--- config.mk ---
export PLATFORM = sky130hd
export DESIGN_NAME = jtframe_neptuno_db9
export DESIGN_NICKNAME = d
export VERILOG_FILES = /design/src/rtl/jtframe_neptuno_pkg.sv /design/src/rtl/jtframe_neptuno_db9_dec.sv /design/src/rtl/jtframe_neptuno_db9.sv
export SDC_FILE = /design/constraint.sdc
export NUM_CORES = 1
export LEC_CHECK = 0
export CORE_MARGIN = 1
export CORE_UTILIZATION = 59
export DETAILED_ROUTE_END_ITERATION = 10
export GPL_TIMING_DRIVEN = 0
export PLACE_DENSITY = 0.88
export SYNTH_ARGS = -nofsm -noshare
export SYNTH_HDL_FRONTEND = slang
export SYNTH_SLANG_ARGS = --single-unit
--- constraint.sdc ---
create_clock -name clk -period 6.9 [get_ports clk]
set_clock_uncertainty 0.2 [all_clocks]
set_input_delay 1.035 -clock clk [delete_from_list [all_inputs] [get_ports clk]]
set_output_delay 1.035 -clock clk [all_outputs]
set_load 0.005 [all_outputs]
--- src/rtl/jtframe_neptuno_pkg.sv ---
`default_nettype none
// ============================================================================
//  Module      : jtframe_neptuno_pkg
//  Description : Shared constants for the Neptuno DB9 Megadrive pad reader:
//                button bit positions in the 12-bit joystick word, the scan
//                FSM state encoding, the select-phase numbers that carry
//                data and a helper that recognises the 6-button ID phase.
//  Revision    : 1.0  initial release
// ============================================================================
package jtframe_neptuno_pkg;

    // Width of the decoded joystick word.
    localparam int c_JOY_W = 12;

    // Bit positions inside joy1/joy2 (active-high).
    localparam int c_BTN_R     = 0;
    localparam int c_BTN_L     = 1;
    localparam int c_BTN_D     = 2;
    localparam int c_BTN_U     = 3;
    localparam int c_BTN_A     = 4;
    localparam int c_BTN_Y     = 5;
    localparam int c_BTN_C     = 6;
    localparam int c_BTN_B     = 7;
    localparam int c_BTN_X     = 8;
    localparam int c_BTN_Z     = 9;
    localparam int c_BTN_START = 10;
    localparam int c_BTN_MODE  = 11;

    // Scan FSM encoding. DONE is the single commit cycle that closes a
    // SCAN before the machine falls back to IDLE.
    localparam int         c_ST_W    = 2;
    localparam logic [1:0] c_ST_IDLE = 2'd0;
    localparam logic [1:0] c_ST_SCAN = 2'd1;
    localparam logic [1:0] c_ST_DONE = 2'd2;

    // Select phases, eight per frame; even phases drive select low.
    localparam int         c_PH_W      = 3;
    localparam logic [2:0] c_PH_FIRST  = 3'd0;  // Start, A
    localparam logic [2:0] c_PH_DPAD   = 3'd1;  // U D L R B C
    localparam logic [2:0] c_PH_ID     = 3'd4;  // 6-button signature
    localparam logic [2:0] c_PH_EXTRA  = 3'd5;  // Z Y X Mode
    localparam logic [2:0] c_PH_LAST   = 3'd7;

    // A 6-button pad pulls all four direction pins low on its third
    // select-low pulse; a 3-button pad cannot, as U/D still follow the
    // stick there.
    function automatic logic is_six_id(input logic [3:0] dirs);
        return dirs == 4'b0000;
    endfunction

endpackage
`default_nettype wire

--- src/rtl/jtframe_neptuno_db9_dec.sv ---
`default_nettype none
// ============================================================================
//  Module      : jtframe_neptuno_db9_dec
//  Description : One DB9 port: 2-flop input synchronizer, per-phase capture
//                of the Megadrive pad pins and a committed output word.
//  Ports       : clk, reset     - system clock, synchronous active-high reset
//                i_bus[5:0]     - raw active-low DB9 pins
//                i_sample       - last clock of the current select phase
//                i_ph[2:0]      - current select phase
//                i_commit       - copy capture registers to the outputs
//                o_joy[11:0]    - committed buttons, active-high
//                o_six          - committed 6-button detection flag
//  Revision    : 1.0  initial release
// ============================================================================
module jtframe_neptuno_db9_dec
    import jtframe_neptuno_pkg::*;
(
    input  logic               clk,
    input  logic               reset,
    input  logic [5:0]         i_bus,
    input  logic               i_sample,
    input  logic [c_PH_W-1:0]  i_ph,
    input  logic               i_commit,
    output logic [c_JOY_W-1:0] o_joy,
    output logic               o_six
);

    logic [5:0]         r_sync1;
    logic [5:0]         r_sync2;
    logic [c_JOY_W-1:0] r_cap;
    logic               r_six_cap;
    logic [c_JOY_W-1:0] r_joy;
    logic               r_six;
    logic [5:0]         w_bus;

    assign w_bus = r_sync2;

    always_ff @(posedge clk) begin
        if (reset) begin
            // Synchronizer idles at the released (all-ones) pin level so
            // nothing looks pressed straight out of reset.
            r_sync1   <= '1;
            r_sync2   <= '1;
            r_cap     <= '0;
            r_six_cap <= 1'b0;
            r_joy     <= '0;
            r_six     <= 1'b0;
        end else begin
            r_sync1 <= i_bus;
            r_sync2 <= r_sync1;

            if (i_sample) begin
                case (i_ph)
                    c_PH_FIRST: begin
                        r_cap[c_BTN_START] <= ~w_bus[5];
                        r_cap[c_BTN_A]     <= ~w_bus[4];
                    end
                    c_PH_DPAD: begin
                        r_cap[c_BTN_U] <= ~w_bus[0];
                        r_cap[c_BTN_D] <= ~w_bus[1];
                        r_cap[c_BTN_L] <= ~w_bus[2];
                        r_cap[c_BTN_R] <= ~w_bus[3];
                        r_cap[c_BTN_B] <= ~w_bus[4];
                        r_cap[c_BTN_C] <= ~w_bus[5];
                    end
                    c_PH_ID: begin
                        r_six_cap <= is_six_id(w_bus[3:0]);
                    end
                    c_PH_EXTRA: begin
                        // Without the ID signature these pins carry the
                        // plain d-pad again, so the extra buttons are zeroed.
                        r_cap[c_BTN_Z]    <= r_six_cap & ~w_bus[0];
                        r_cap[c_BTN_Y]    <= r_six_cap & ~w_bus[1];
                        r_cap[c_BTN_X]    <= r_six_cap & ~w_bus[2];
                        r_cap[c_BTN_MODE] <= r_six_cap & ~w_bus[3];
                    end
                    default: ;
                endcase
            end

            if (i_commit) begin
                r_joy <= r_cap;
                r_six <= r_six_cap;
            end
        end
    end

    assign o_joy = r_joy;
    assign o_six = r_six;

endmodule
`default_nettype wire

--- src/rtl/jtframe_neptuno_db9.sv ---
`default_nettype none
// ============================================================================
//  Module      : jtframe_neptuno_db9
//  Description : Reads two Megadrive 3/6-button pads on the Neptuno DB9
//                ports through one shared select line. A frame is an IDLE
//                wait with select high (lets 6-button pads reset their
//                internal counter), eight select phases of STEP_CYC clocks,
//                and one commit cycle.
//  Ports       : clk         - system clock
//                reset       - synchronous active-high reset
//                joy1_bus    - DB9 port 1 raw pins, active-low
//                joy2_bus    - DB9 port 2 raw pins, active-low
//                joy_select  - shared Megadrive select line
//                joy1, joy2  - decoded buttons, active-high
//                six_btn     - per-port 6-button pad flag
//                frame_done  - one-cycle pulse when the outputs update
//  Revision    : 1.0  initial release
// ============================================================================
module jtframe_neptuno_db9
    import jtframe_neptuno_pkg::*;
#(
    parameter int STEP_CYC = 256,
    parameter int IDLE_CYC = 131072
) (
    input  logic               clk,
    input  logic               reset,
    input  logic [5:0]         joy1_bus,
    input  logic [5:0]         joy2_bus,
    output logic               joy_select,
    output logic [c_JOY_W-1:0] joy1,
    output logic [c_JOY_W-1:0] joy2,
    output logic [1:0]         six_btn,
    output logic               frame_done
);

    localparam int c_CNT_MAX = (IDLE_CYC > STEP_CYC) ? IDLE_CYC : STEP_CYC;
    localparam int c_CNT_W   = $clog2(c_CNT_MAX + 1);
    localparam logic [c_CNT_W-1:0] c_IDLE_LAST = c_CNT_W'(IDLE_CYC - 1);
    localparam logic [c_CNT_W-1:0] c_STEP_LAST = c_CNT_W'(STEP_CYC - 1);

    logic [c_ST_W-1:0]  r_state;
    logic [c_CNT_W-1:0] r_cnt;
    logic [c_PH_W-1:0]  r_ph;
    logic               r_select;
    logic               r_frame_done;

    logic [c_ST_W-1:0]  w_state_nx;
    logic [c_CNT_W-1:0] w_cnt_nx;
    logic [c_PH_W-1:0]  w_ph_nx;
    logic               w_select_nx;
    logic               w_sample;
    logic               w_commit;

    // ------------------------------------------------------------------
    // State, counter and registered select line
    // ------------------------------------------------------------------
    always_ff @(posedge clk) begin
        if (reset) begin
            r_state      <= c_ST_IDLE;
            r_cnt        <= '0;
            r_ph         <= '0;
            r_select     <= 1'b1;
            r_frame_done <= 1'b0;
        end else begin
            r_state      <= w_state_nx;
            r_cnt        <= w_cnt_nx;
            r_ph         <= w_ph_nx;
            r_select     <= w_select_nx;
            r_frame_done <= w_commit;
        end
    end

    // ------------------------------------------------------------------
    // Next-state logic. The select line is registered from the next
    // state so it changes on the same edge the phase does, glitch free.
    // ------------------------------------------------------------------
    always_comb begin
        w_state_nx = r_state;
        w_cnt_nx   = r_cnt + 1'b1;
        w_ph_nx    = r_ph;
        w_sample   = 1'b0;
        w_commit   = 1'b0;

        case (r_state)
            c_ST_IDLE: begin
                if (r_cnt == c_IDLE_LAST) begin
                    w_state_nx = c_ST_SCAN;
                    w_cnt_nx   = '0;
                    w_ph_nx    = '0;
                end
            end
            c_ST_SCAN: begin
                if (r_cnt == c_STEP_LAST) begin
                    w_sample = 1'b1;
                    w_cnt_nx = '0;
                    w_ph_nx  = r_ph + 1'b1;
                    if (r_ph == c_PH_LAST) begin
                        w_state_nx = c_ST_DONE;
                    end
                end
            end
            c_ST_DONE: begin
                w_commit   = 1'b1;
                w_state_nx = c_ST_IDLE;
                w_cnt_nx   = '0;
            end
            default: begin
                w_state_nx = c_ST_IDLE;
                w_cnt_nx   = '0;
                w_ph_nx    = '0;
            end
        endcase

        w_select_nx = (w_state_nx == c_ST_SCAN) ? w_ph_nx[0] : 1'b1;
    end

    // ------------------------------------------------------------------
    // Per-port synchronizer and capture
    // ------------------------------------------------------------------
    logic [5:0]         w_bus [2];
    logic [c_JOY_W-1:0] w_joy [2];
    logic [1:0]         w_six;

    assign w_bus[0] = joy1_bus;
    assign w_bus[1] = joy2_bus;

    for (genvar gi = 0; gi < 2; gi++) begin : g_port
        jtframe_neptuno_db9_dec u_dec (
            .clk      (clk),
            .reset    (reset),
            .i_bus    (w_bus[gi]),
            .i_sample (w_sample),
            .i_ph     (r_ph),
            .i_commit (w_commit),
            .o_joy    (w_joy[gi]),
            .o_six    (w_six[gi])
        );
    end

    assign joy_select = r_select;
    assign joy1       = w_joy[0];
    assign joy2       = w_joy[1];
    assign six_btn    = w_six;
    assign frame_done = r_frame_done;

endmodule
`default_nettype wire

==> flow_summary.rst, run 1 <==
.. list-table::
   :header-rows: 1

   * - Metric
     - Value
   * - Outcome
     - finished clean
   * - Part of the Yosys area used for sequential elements
     - 53.1%
   * - Power share of the sequential group
     - between 50% and 60%
   * - Total of max-cap violations
     - 0
   * - Buffer cell driving the clock tree root
     - clkbuf_8
   * - Pin count of the biggest net entering global routing
     - 16
   * - Share of the synthesized area in the top cell type
     - 53.1%
   * - Tot Pwr
     - 1010 uW
   * - Setup tns final
     - 0 ns
   * - Post-detailed-placement half-perimeter wirelength
     - 5230 um
   * - Critical path cell sequence
     - ha_1, nand3_1, or4_4, buf_6, nor2_4, a2bb2oi_2, buf_2, nor2_1
   * - Sum of routed wire length over all layers
     - 7350 um
   * - Die width
     - 82.4 um
   * - Classification of the worst setup path
     - reg2reg
   * - Drt first-iter violations
     - 253
   * - Syn Inst Count
     - 413
   * - Number of placement rows
     - 28
   * - Normalized max-slew margin
     - 57.1%
   * - Average instance area after synthesis
     - 9.22 um2
   * - Number of nets still failing antenna checks after routing
     - 0
   * - Most used standard cells in the synthesized netlist
     - 101 x dfxtp_1, 70 x nand2_1, 43 x a21oi_1, 43 x nor2_1, 24 x or2_2
   * - Post-CTS resize count
     - 0
   * - Clock buffer count from CTS
     - 9
   * - Core region area
     - 6060 um2
   * - Synth Net Count
     - 432
   * - Detail-routed via count per cell
     - 5.42
   * - Hold slack final
     - 0.214 ns
   * - Clock period minus final worst setup slack
     - 2.80 ns
   * - Total area of multi-input combinational cells
     - about 1600 um2
   * - Effective utilization at floorplan
     - between 60% and 70%
   * - Number of max-slew violations in the final report
     - 0
   * - Setup Buffers After CTS
     - 0
   * - TritonCTS Sinks
     - 101
   * - Delay of the slowest cell on the worst path
     - 0.57 ns
   * - Cell area after synthesis
     - 3810 um2
   * - Kind of capture point of the worst setup path
     - flop
   * - Initial antenna violation count
     - 0
   * - Worst slack at placement
     - 3.80 ns
   * - Unrepaired setup endpoints after global routing
     - false
   * - Clock tree from TritonCTS
     - built
   * - Internal power of the cells
     - 796 uW
   * - Drt first pass iters
     - 4
   * - FF+latch area
     - 2020 um2
   * - Switching power of the nets
     - 212 uW
   * - Total I/O pin count
     - 42
   * - Fraction of final layout cells sized beyond drive strength 1
     - 13.0%
   * - Area growth from synthesis to final layout
     - 18.6%
   * - Final setup violation count
     - 0
   * - Power Density
     - 223 nW/um2
   * - Latest clock arrival within the worst-skew pair
     - 0.36 ns
   * - Tightest Hold Check Type
     - reg2reg
   * - Number of vias in the routed layout
     - 2955
   * - Required arrival time at the worst endpoint
     - 6.95 ns
   * - Non-filler cells in the finished layout
     - ~550
   * - Tcrit/Tclk final
     - 40.6%
   * - Worst Path Buf+Inv
     - 2
   * - Sw Share
     - 21.0%
   * - Reg clk slew, reported paths
     - 0.09 ns
   * - Count of H-tree levels built during CTS
     - 3
   * - Port-buffer cells
     - 41
   * - Slew at the pin with the worst max-slew slack
     - between 0.6 and 0.7 ns
   * - Via count of the first global-routing pass
     - 2647
   * - Remaining global-route overflow
     - 0
   * - Global-route wire length before repair
     - 12300 um
   * - Post-placement cell count
     - 529
   * - Number of buffers between clock root and the deepest sink
     - 2
   * - Cell types with the largest area share after synthesis
     - dfxtp_1 53%, nand2_1 6.9%, a21oi_1 5.6%
   * - Highest achievable clock rate
     - 0.357 GHz
   * - Hold buffers post-CTS
     - 0
   * - Arrival time of data at the critical path endpoint
     - 2.86 ns
   * - Number of library cell types mapped by synthesis
     - 40
   * - Number of warnings printed during yosys synthesis
     - 0
   * - Vertical extent of the die
     - roughly 82 um
   * - Leakage power figure
     - 0.00151 uW
   * - Synth Flop Type
     - dfxtp_1
   * - Number of synthesized flops with an enable pin
     - 0
   * - Most common cell in the netlist
     - dfxtp_1
   * - Final Hold Vio Count
     - 0
   * - Combinational share of power
     - under 10%
   * - Worst-path maximum fanout
     - 10
   * - Kind of cell with the highest combined delay on the critical path
     - simple AND/OR/NAND/NOR gates
   * - Startpoint types
     - flop
   * - Fraction of registers with async set/reset
     - 0%
   * - Number of fillers in the final layout
     - about 460
   * - Clock power share
     - 37.4%
   * - Cell at the slowest stage of the critical path
     - or4_4
   * - Total Die Area
     - 6780 um2
   * - Global routing usage summed across all routing layers
     - 24.5%
   * - Final weighted congestion in routability-driven placement
     - 0.911
   * - Layout net count
     - 484
   * - Peak ir drop on the vdd network
     - 0.164 mV
   * - Number of inserted diodes
     - 0
   * - Final worst-path setup slack
     - 4.10 ns
   * - Cell type with the largest total area after synthesis
     - dfxtp_1
   * - Number of design rule violations left after detail routing
     - 0
   * - Routed wirelength normalized by instance count
     - 13.5 um
   * - Register bit total from synthesis
     - 101
==> per-stage QoR <==
stage / instance area (um2) / util, %
after global placement: 4310 / 71.2
after CTS: 4520 / 74.5
after global routing: 4520 / 74.5
after floorplan: 3810 / -
final: 4520 / 74.5
after detailed placement: 4310 / 71.2
==> worst register-to-register path, stage by stage, from the launching register on <==
cell,delay (ns)
dfxtp_1,0.38
ha_1,0.24
nand3_1,0.22
or4_4,0.57
buf_6,0.16
nor2_4,0.16
a2bb2oi_2,0.39
buf_2,0.30
nor2_1,0.08
==> cell families after synthesis <==
kind of cell	count (synthesis)	synth area share, %
buf+inv	30	3.87
flops	101	53.1
simple gates	192	25.6
fa+ha+maj	5	1.64
xor+xnor	16	3.68
compound gates	66	11.3
mux	3	0.821
==> sequential cells by signal, summed over array words and instances, names as in the netlist, 3 cells and up <==
| name | flops |
|---|---|
| g_port.u_dec.r_cap | 24 |
| g_port.u_dec.r_sync2 | 12 |
| g_port.u_dec.o_joy | 24 |
| g_port.u_dec.r_sync1 | 12 |
| r_ph | 3 |
| r_cnt | 18 |
==> area by class of cell <==
cell class / count / area share, %
flip-flops and latches: 101 / 44.8
repair buffers: 41 / 9.09
multi-input cells: 282 / 36.3
well taps: 75 / 2.08
clock inverters: 3 / 0.970
clock buffers: 13 / 3.52
inverters: 6 / 0.499
plain buffers: 24 / 2.77
==> worst paths after layout <==
| check | from | slack (ns) | endpoint | depth (start not counted) |
|---|---|---|---|---|
| setup reg to reg | r_cnt[0] | 4.10 | r_cnt[11] | 8 |
| setup / recovery | r_cnt[0] | 4.10 | r_cnt[11] | 8 |
| hold / removal | g_port[1].u_dec.r_sync1[2] | 0.21 | g_port[1].u_dec.r_sync2[2] | 1 |
| hold reg to reg | g_port[1].u_dec.r_sync1[2] | 0.21 | g_port[1].u_dec.r_sync2[2] | 1 |
==> routing by layer <==
layer / track usage, % / vias up / routed length [um]
li1: - / 1489 / -
met1: 32.0 / 1365 / 3470
met2: 38.8 / 93 / 3420
met3: 5.71 / 8 / 357
met4: 10.7 / 0 / 102
met5: 0 / - / 0
==> power by group through the flow <==
stage | combinational [uW] | sequential [uW] | clock [uW]
floorplan | 21.3 | 609 | 0
global placement | 32.8 | 610 | 0
detailed placement | 33.3 | 610 | 0
CTS | 33.5 | 597 | 382
global route | 37.9 | 598 | 404
finish | 33.5 | 597 | 377
==> placed cells by master (no fill, tap or decap), types with 2 or more instances in the layout <==
cell	count
a211oi_1	4
a211oi_2	8
a21oi_1	43
a311oi_1	4
and3_1	2
buf_4	3
buf_6	3
clkbuf_1	18
clkbuf_8	11
clkdlybuf4s50_1	41
dfxtp_1	101
ha_1	5
inv_1	6
mux2i_1	2
nand2_1	70
nand2b_1	5
nand3_1	10
nand3b_1	8
nand4_1	6
nor2_1	43
nor2b_1	3
nor3_1	5
nor4_1	4
nor4_4	2
o21ai_0	4
or2_2	24
or3_1	2
or4_4	2
xnor2_1	8
xor2_1	8
(Power assumes the default switching activity.)
==> run 2, diff against run 1 <==
- CORE_UTILIZATION: 59 -> 50
- PLACE_DENSITY: 0.88 -> 0.8
- clock period: 6.9 -> 2.37 ns (I/O delays scaled with it)
==> run 2 against run 1 <==
Core utilization decreased by 8.7 points. Wire length up 6.0%. Largest cell class unchanged. Combinational power rose to 3.2 times the previous value. Flip-flop and latch count is the same.
==> flow_summary.rst, run 2 (synthesis gave the netlist of run 1 again) <==
.. list-table::
   :header-rows: 1

   * - Metric
     - Value
   * - Peak ir drop on the vdd network
     - between 0.3 and 0.4 mV
   * - Kind of capture point of the worst setup path
     - flop
   * - Port-buffer cells
     - 41
   * - Required arrival time at the worst endpoint
     - 2.46 ns
   * - Detail-routed via count per cell
     - 5.15
   * - Core region area
     - 7290 um2
   * - Clock period minus final worst setup slack
     - 2.36 ns
   * - Reg clk slew, reported paths
     - roughly 0.090 ns
   * - Hold slack final
     - ~0.21 ns
   * - Final setup violation count
     - 0
   * - Worst hold path stage count
     - 1
   * - Hold buffers post-CTS
     - 0
   * - Highest achievable clock rate
     - roughly 0.42 GHz
   * - Fin util
     - approximately two thirds
   * - Total I/O pin count
     - 42
   * - Final Hold Vio Count
     - 0
   * - Clock tree from TritonCTS
     - built
   * - Sum of routed wire length over all layers
     - 7790 um
   * - Normalized max-slew margin
     - 55.9%
   * - Worst slack at placement
     - -0.212 ns
   * - Total Die Area
     - 7970 um2
   * - Classification of the worst setup path
     - reg2reg
   * - Outcome
     - finished clean
   * - Final worst-path setup slack
     - slightly below 0.008 ns
   * - Number of max-slew violations in the final report
     - 0
   * - Buffer cell driving the clock tree root
     - clkbuf_8
   * - Number of inserted diodes
     - 0
   * - Unrepaired setup endpoints after global routing
     - true
   * - Worst-path maximum fanout
     - 6
   * - Number of vias in the routed layout
     - 2975
   * - Drt first pass iters
     - 4
   * - Tot Pwr
     - just over 3000 uW
   * - Summed area of non-filler cells in the final layout
     - 4800 um2
   * - Total of max-cap violations
     - 0
   * - Via count of the first global-routing pass
     - 2703
   * - Fraction of final layout cells sized beyond drive strength 1
     - 21.5%
   * - Number of design rule violations left after detail routing
     - 0
   * - TritonCTS Sinks
     - 101
   * - Cell count of the worst reg-to-reg path
     - 7
   * - Vertical extent of the die
     - slightly below 90 um
   * - Global routing usage summed across all routing layers
     - 21.0%
   * - Area growth from synthesis to final layout
     - 25.9%
   * - Latest clock arrival within the worst-skew pair
     - roughly 0.36 ns
   * - Number of buffers between clock root and the deepest sink
     - 2
   * - Number of nets still failing antenna checks after routing
     - 0
   * - Slew at the pin with the worst max-slew slack
     - 0.661 ns
   * - Final weighted congestion in routability-driven placement
     - roughly 0.80
   * - Tightest Hold Check Type
     - reg2reg
   * - Routed wirelength normalized by instance count
     - 13.5 um
   * - Power Density
     - ~630 nW/um2
   * - Remaining global-route overflow
     - 0
   * - Post-detailed-placement half-perimeter wirelength
     - 5410 um
   * - Arrival time of data at the critical path endpoint
     - 2.45 ns
   * - Number of placement rows
     - 31
   * - Reg2reg setup slack
     - 0.008 ns
   * - Leakage power figure
     - 0.00161 uW
   * - Layout net count
     - 494
   * - Startpoint types
     - flop
   * - Tcrit/Tclk final
     - 99.7%
   * - Commonest cells after routing, fill and taps aside
     - 96 x dfxtp_1, 65 x nand2_1, 41 x a21oi_1, 41 x clkdlybuf4s50_1, 33 x nor2_1
   * - Die width
     - 89.3 um
   * - Effective utilization at floorplan
     - approximately 52%
   * - Initial antenna violation count
     - 0
   * - Count of H-tree levels built during CTS
     - 3
   * - Pin count of the biggest net entering global routing
     - 17
   * - Global-route wire length before repair
     - around 13000 um
   * - Total cell area at the placement stage
     - 4390 um2
   * - Clock buffer count from CTS
     - 9
   * - Most common library cell in the layout ignoring fill and taps
     - dfxtp_1
   * - Drt first-iter violations
     - around 160
run 2: where the power goes:
group / leakage (uW) / total, uW / internal, uW / switching (uW)
sequential: 0.000822 / 1740 / 1720 / 20.3
combinational: 0.000675 / 106 / 54.1 / 52.3
clock: 0.000109 / 1190 / 621 / 570
run 2: worst max-delay path: stages (launching register included):
cell and delay (ns):
dfxtp_4 0.36, or3_4 0.36, or4_4 0.61, nor4_4 0.25, buf_6 0.17, buf_8 0.14
nor2_1 0.05, a211oi_2 0.14
run 2: routing by layer:
| layer | GRT usage, % | part of all wire (%) | routed length, um |
|---|---|---|---|
| met5 | 0 | 0 | 0 |
| met3 | 5.08 | 5.1 | 398 |
| met1 | 27.1 | 46 | 3610 |
| met2 | 33.1 | 47 | 3640 |
| met4 | 10.1 | 1.9 | 148 |
run 2: layout make-up:
cell class,count,area (um2)
inverter,6,22.5
multi-input combinational,282,1760
clock buffer,10,138
fill,610,2490
timing repair buffer,53,515
sequential,101,2030
buffer,22,120
clock inverter,5,85.1
tap,99,124
run 2: final timing paths:
check | endpoint | start
hold reg to reg | g_port[0].u_dec.r_sync2[0] | g_port[0].u_dec.r_sync1[0]
setup / recovery | g_port[1].u_dec.r_cap[3] | r_cnt[10]
hold / removal | g_port[0].u_dec.r_sync2[0] | g_port[0].u_dec.r_sync1[0]
setup reg to reg | g_port[1].u_dec.r_cap[3] | r_cnt[10]
run 2: timing repair:
| action | 4_1_cts | 5_1_grt |
|---|---|---|
| cloned | 1 | 0 |
| buffers inserted | 8 | 3 |
| pin swaps | 9 | 23 |
| resized for setup | 11 | 32 |
| endpoints found under the setup margin | 36 | 26 |
run 2: stage by stage:
step	cells	TNS, ns
finish	578	0
CTS	576	-0.00822
global route	578	-0.658
floorplan	413	0
global placement	553	-3.63
detailed placement	553	-5.97
==> run 3, diff against run 2 <==
- SETUP_SLACK_MARGIN: not set -> 0.4
==> run 3 against run 2 <==
The run now ends with setup timing left. Clock power shrank 8%. Via count grew 4.1%. Flip-flop and latch count is the same. Critical path type unchanged. Largest power group unchanged.
==> flow_summary.rst, run 3 (synthesis gave the netlist of run 1 again) <==
.. list-table::
   :header-rows: 1

   * - Metric
     - Value
   * - Outcome
     - finished with violations
   * - Failing checks
     - setup timing
   * - Clock period minus final worst setup slack
     - 2.53 ns
   * - Clock buffer count from CTS
     - 9
   * - Power Density
     - between 500 and 600 nW/um2
   * - Commonest cells after routing, fill and taps aside
     - 96 x dfxtp_1, 62 x nand2_1, 41 x clkdlybuf4s50_1
   * - Classification of the worst setup path
     - reg2reg
   * - Kind of capture point of the worst setup path
     - flop
   * - Reg clk slew, reported paths
     - 0.10 ns
   * - Final worst-path setup slack
     - -0.160 ns
   * - Worst-case hold path end point
     - g_port[1].u_dec.r_sync2[4]
   * - Number of placement rows
     - 31
   * - Worst slack at placement
     - -0.232 ns
   * - Required arrival time at the worst endpoint
     - 2.41 ns
   * - TritonCTS Sinks
     - 101
   * - Layout net count
     - 503
   * - Reg2reg setup slack
     - -0.16 ns
   * - Effective utilization at floorplan
     - 52.2%
   * - Final Hold Vio Count
     - 0
   * - Kind of cell with the highest combined delay on the critical path
     - simple AND/OR/NAND/NOR gates
   * - Global routing usage summed across all routing layers
     - 22.1%
   * - Number of design rule violations left after detail routing
     - 0
   * - Worst-path maximum fanout
     - 8
   * - Total of max-cap violations
     - 0
   * - Critical R2R Capture
     - g_port[1].u_dec.r_cap[11]
   * - Final setup violation count
     - 33
   * - Number of buffers between clock root and the deepest sink
     - 2
   * - Fin util
     - 69.4%
   * - Unrepaired setup endpoints after global routing
     - true
   * - Clock power share
     - 37.1%
   * - Cell at the slowest stage of the critical path
     - or4_4
   * - Number of inserted diodes
     - 0
   * - Internal power of the cells
     - approximately 2300 uW
   * - Peak ir drop on the vdd network
     - 0.409 mV
   * - Drt first pass iters
     - 4
   * - Total I/O pin count
     - 42
   * - Drt first-iter violations
     - 125
   * - Post-detailed-placement half-perimeter wirelength
     - 5240 um
   * - Pin count of the biggest net entering global routing
     - 18
   * - Combinational share of power
     - 4.1%
   * - Initial antenna violation count
     - 0
   * - Area growth from synthesis to final layout
     - 32.8%
   * - Fraction of final layout cells sized beyond drive strength 1
     - 29.9%
   * - Core region area
     - 7290 um2
   * - Total Die Area
     - between 7000 and 8000 um2
   * - Latest clock arrival within the worst-skew pair
     - ~0.35 ns
   * - Count of H-tree levels built during CTS
     - 3
   * - Global-route wire length before repair
     - 13400 um
   * - Sw Share
     - 22.9%
   * - Switching power of the nets
     - 679 uW
   * - Remaining global-route overflow
     - 0
   * - Highest achievable clock rate
     - roughly 0.40 GHz
   * - Port-buffer cells
     - 41
   * - Via count of the first global-routing pass
     - around 2900
   * - Leakage power figure
     - between 0.0015 and 0.002 uW
   * - Number of logic stages on the critical path including buffering
     - 8
   * - Arrival time of data at the critical path endpoint
     - around 2.6 ns
   * - Tightest Hold Check Type
     - reg2reg
   * - Buffer cell driving the clock tree root
     - clkbuf_8
   * - Delay of the slowest cell on the worst path
     - 0.49 ns
   * - Number of nets still failing antenna checks after routing
     - 0
   * - Routed wirelength normalized by instance count
     - around 14 um
   * - Final weighted congestion in routability-driven placement
     - between 0.8 and 0.9
   * - Hold buffers post-CTS
     - 0
   * - Slew at the pin with the worst max-slew slack
     - 0.681 ns
   * - Number of vias in the routed layout
     - between 3000 and 4000
   * - Worst Path Buf+Inv
     - 3
   * - Cell count of the worst reg-to-reg path
     - 8
   * - Die width
     - 89.3 um
   * - Most common library cell in the layout ignoring fill and taps
     - dfxtp_1
   * - Hold slack final
     - 0.210 ns
   * - HP Start
     - g_port[1].u_dec.r_sync1[4]
   * - Vertical extent of the die
     - 89.3 um
   * - Tcrit/Tclk final
     - 107%
   * - Number of max-slew violations in the final report
     - 0
   * - Power share of the sequential group
     - 58.8%
   * - Worst hold path stage count
     - 1
   * - Number of fillers in the final layout
     - 567
   * - Launching point of the worst reg2reg path
     - r_cnt[10]
   * - Sum of routed wire length over all layers
     - about 8500 um
   * - Critical path cell sequence
     - or3_4, or4_4, buf_8, buf_12, or4_4, buf_12, nand2_2, a21oi_2
   * - Clock tree from TritonCTS
     - built
   * - Normalized max-slew margin
     - 54.6%
   * - Detail-routed via count per cell
     - 5.27
   * - Startpoint types
     - flop
==> run 3: cell count changes in the layout (fill, tap and decap cells not counted), sizes merged <==
cell      previous run  this run
clkbuf              26        25
inv                  6         8
clkinv               2         1
clkinvlp             1         2
bufinv               2         1
buf                 18        28
==> run 3: stage by stage <==
step                      instance area [um2]  cells  setup TNS (ns)  power [uW]
after global placement                   4390    553           -2.71        1880
after global routing                     5060    588           -4.37        3060
after floorplan                          3860    413               0        1840
final                                    5060    588           -1.90        2960
after CTS                                4910    585           -1.63        2960
after detailed placement                 4390    553           -4.73        1880
==> run 3: worst reg2reg max path: stages (launching register included) <==
cell     delay, ns
dfxtp_2       0.34
or3_4         0.39
or4_4         0.49
buf_8         0.15
buf_12        0.13
or4_4         0.43
buf_12        0.17
nand2_2       0.07
a21oi_2       0.06
==> run 3: layout make-up <==
cell class | count | area, um2 | area share, %
Buffer | 24 | 169 | 3.34
Tap cell | 99 | 124 | 2.45
Clock buffer | 10 | 128 | 2.52
Clock inverter | 6 | 71.3 | 1.41
Inverter | 6 | 22.5 | 0.445
Sequential cell | 101 | 2030 | 40.1
Multi-Input combinational cell | 282 | 1880 | 37.1
Timing Repair Buffer | 60 | 636 | 12.6
==> run 3: timing repair <==
action / CTS / global route
cloned: 2 / 0
resized for setup: 49 / 46
setup buffers: 14 / 3
pin swaps: 21 / 4
endpoints found under the setup margin: 66 / 69
==> run 3: power groups by stage <==
stage | registers, uW | clock network (uW) | logic [uW]
after floorplan | 1770 | 0 | 66.3
after global placement | 1780 | 0 | 101
after detailed placement | 1780 | 0 | 104
after CTS | 1740 | 1100 | 111
after global routing | 1740 | 1180 | 134
final | 1740 | 1100 | 121
==> run 3: routing by layer <==
metal	share of wire [%]	up-vias	global-route usage [%]
met4	1.6	0	7.65
li1	-	1533	-
met2	48	82	35.7
met1	47	1470	29.9
met3	3.9	11	3.97
met5	0	-	0
==> run 3: how the worst max path moves through the flow <==
stage	slack (ns)	from	endpoint
after floorplan	0.02	r_cnt[11]	g_port[1].u_dec.r_cap[0]
after global placement	-0.15	r_cnt[11]	g_port[1].u_dec.r_cap[0]
after detailed placement	-0.23	r_cnt[11]	g_port[1].u_dec.r_cap[2]
after CTS	-0.11	r_cnt[10]	g_port[0].u_dec.r_cap[9]
after global routing	-0.20	r_cnt[10]	g_port[1].u_dec.r_cap[4]
final	-0.16	r_cnt[10]	g_port[1].u_dec.r_cap[11]
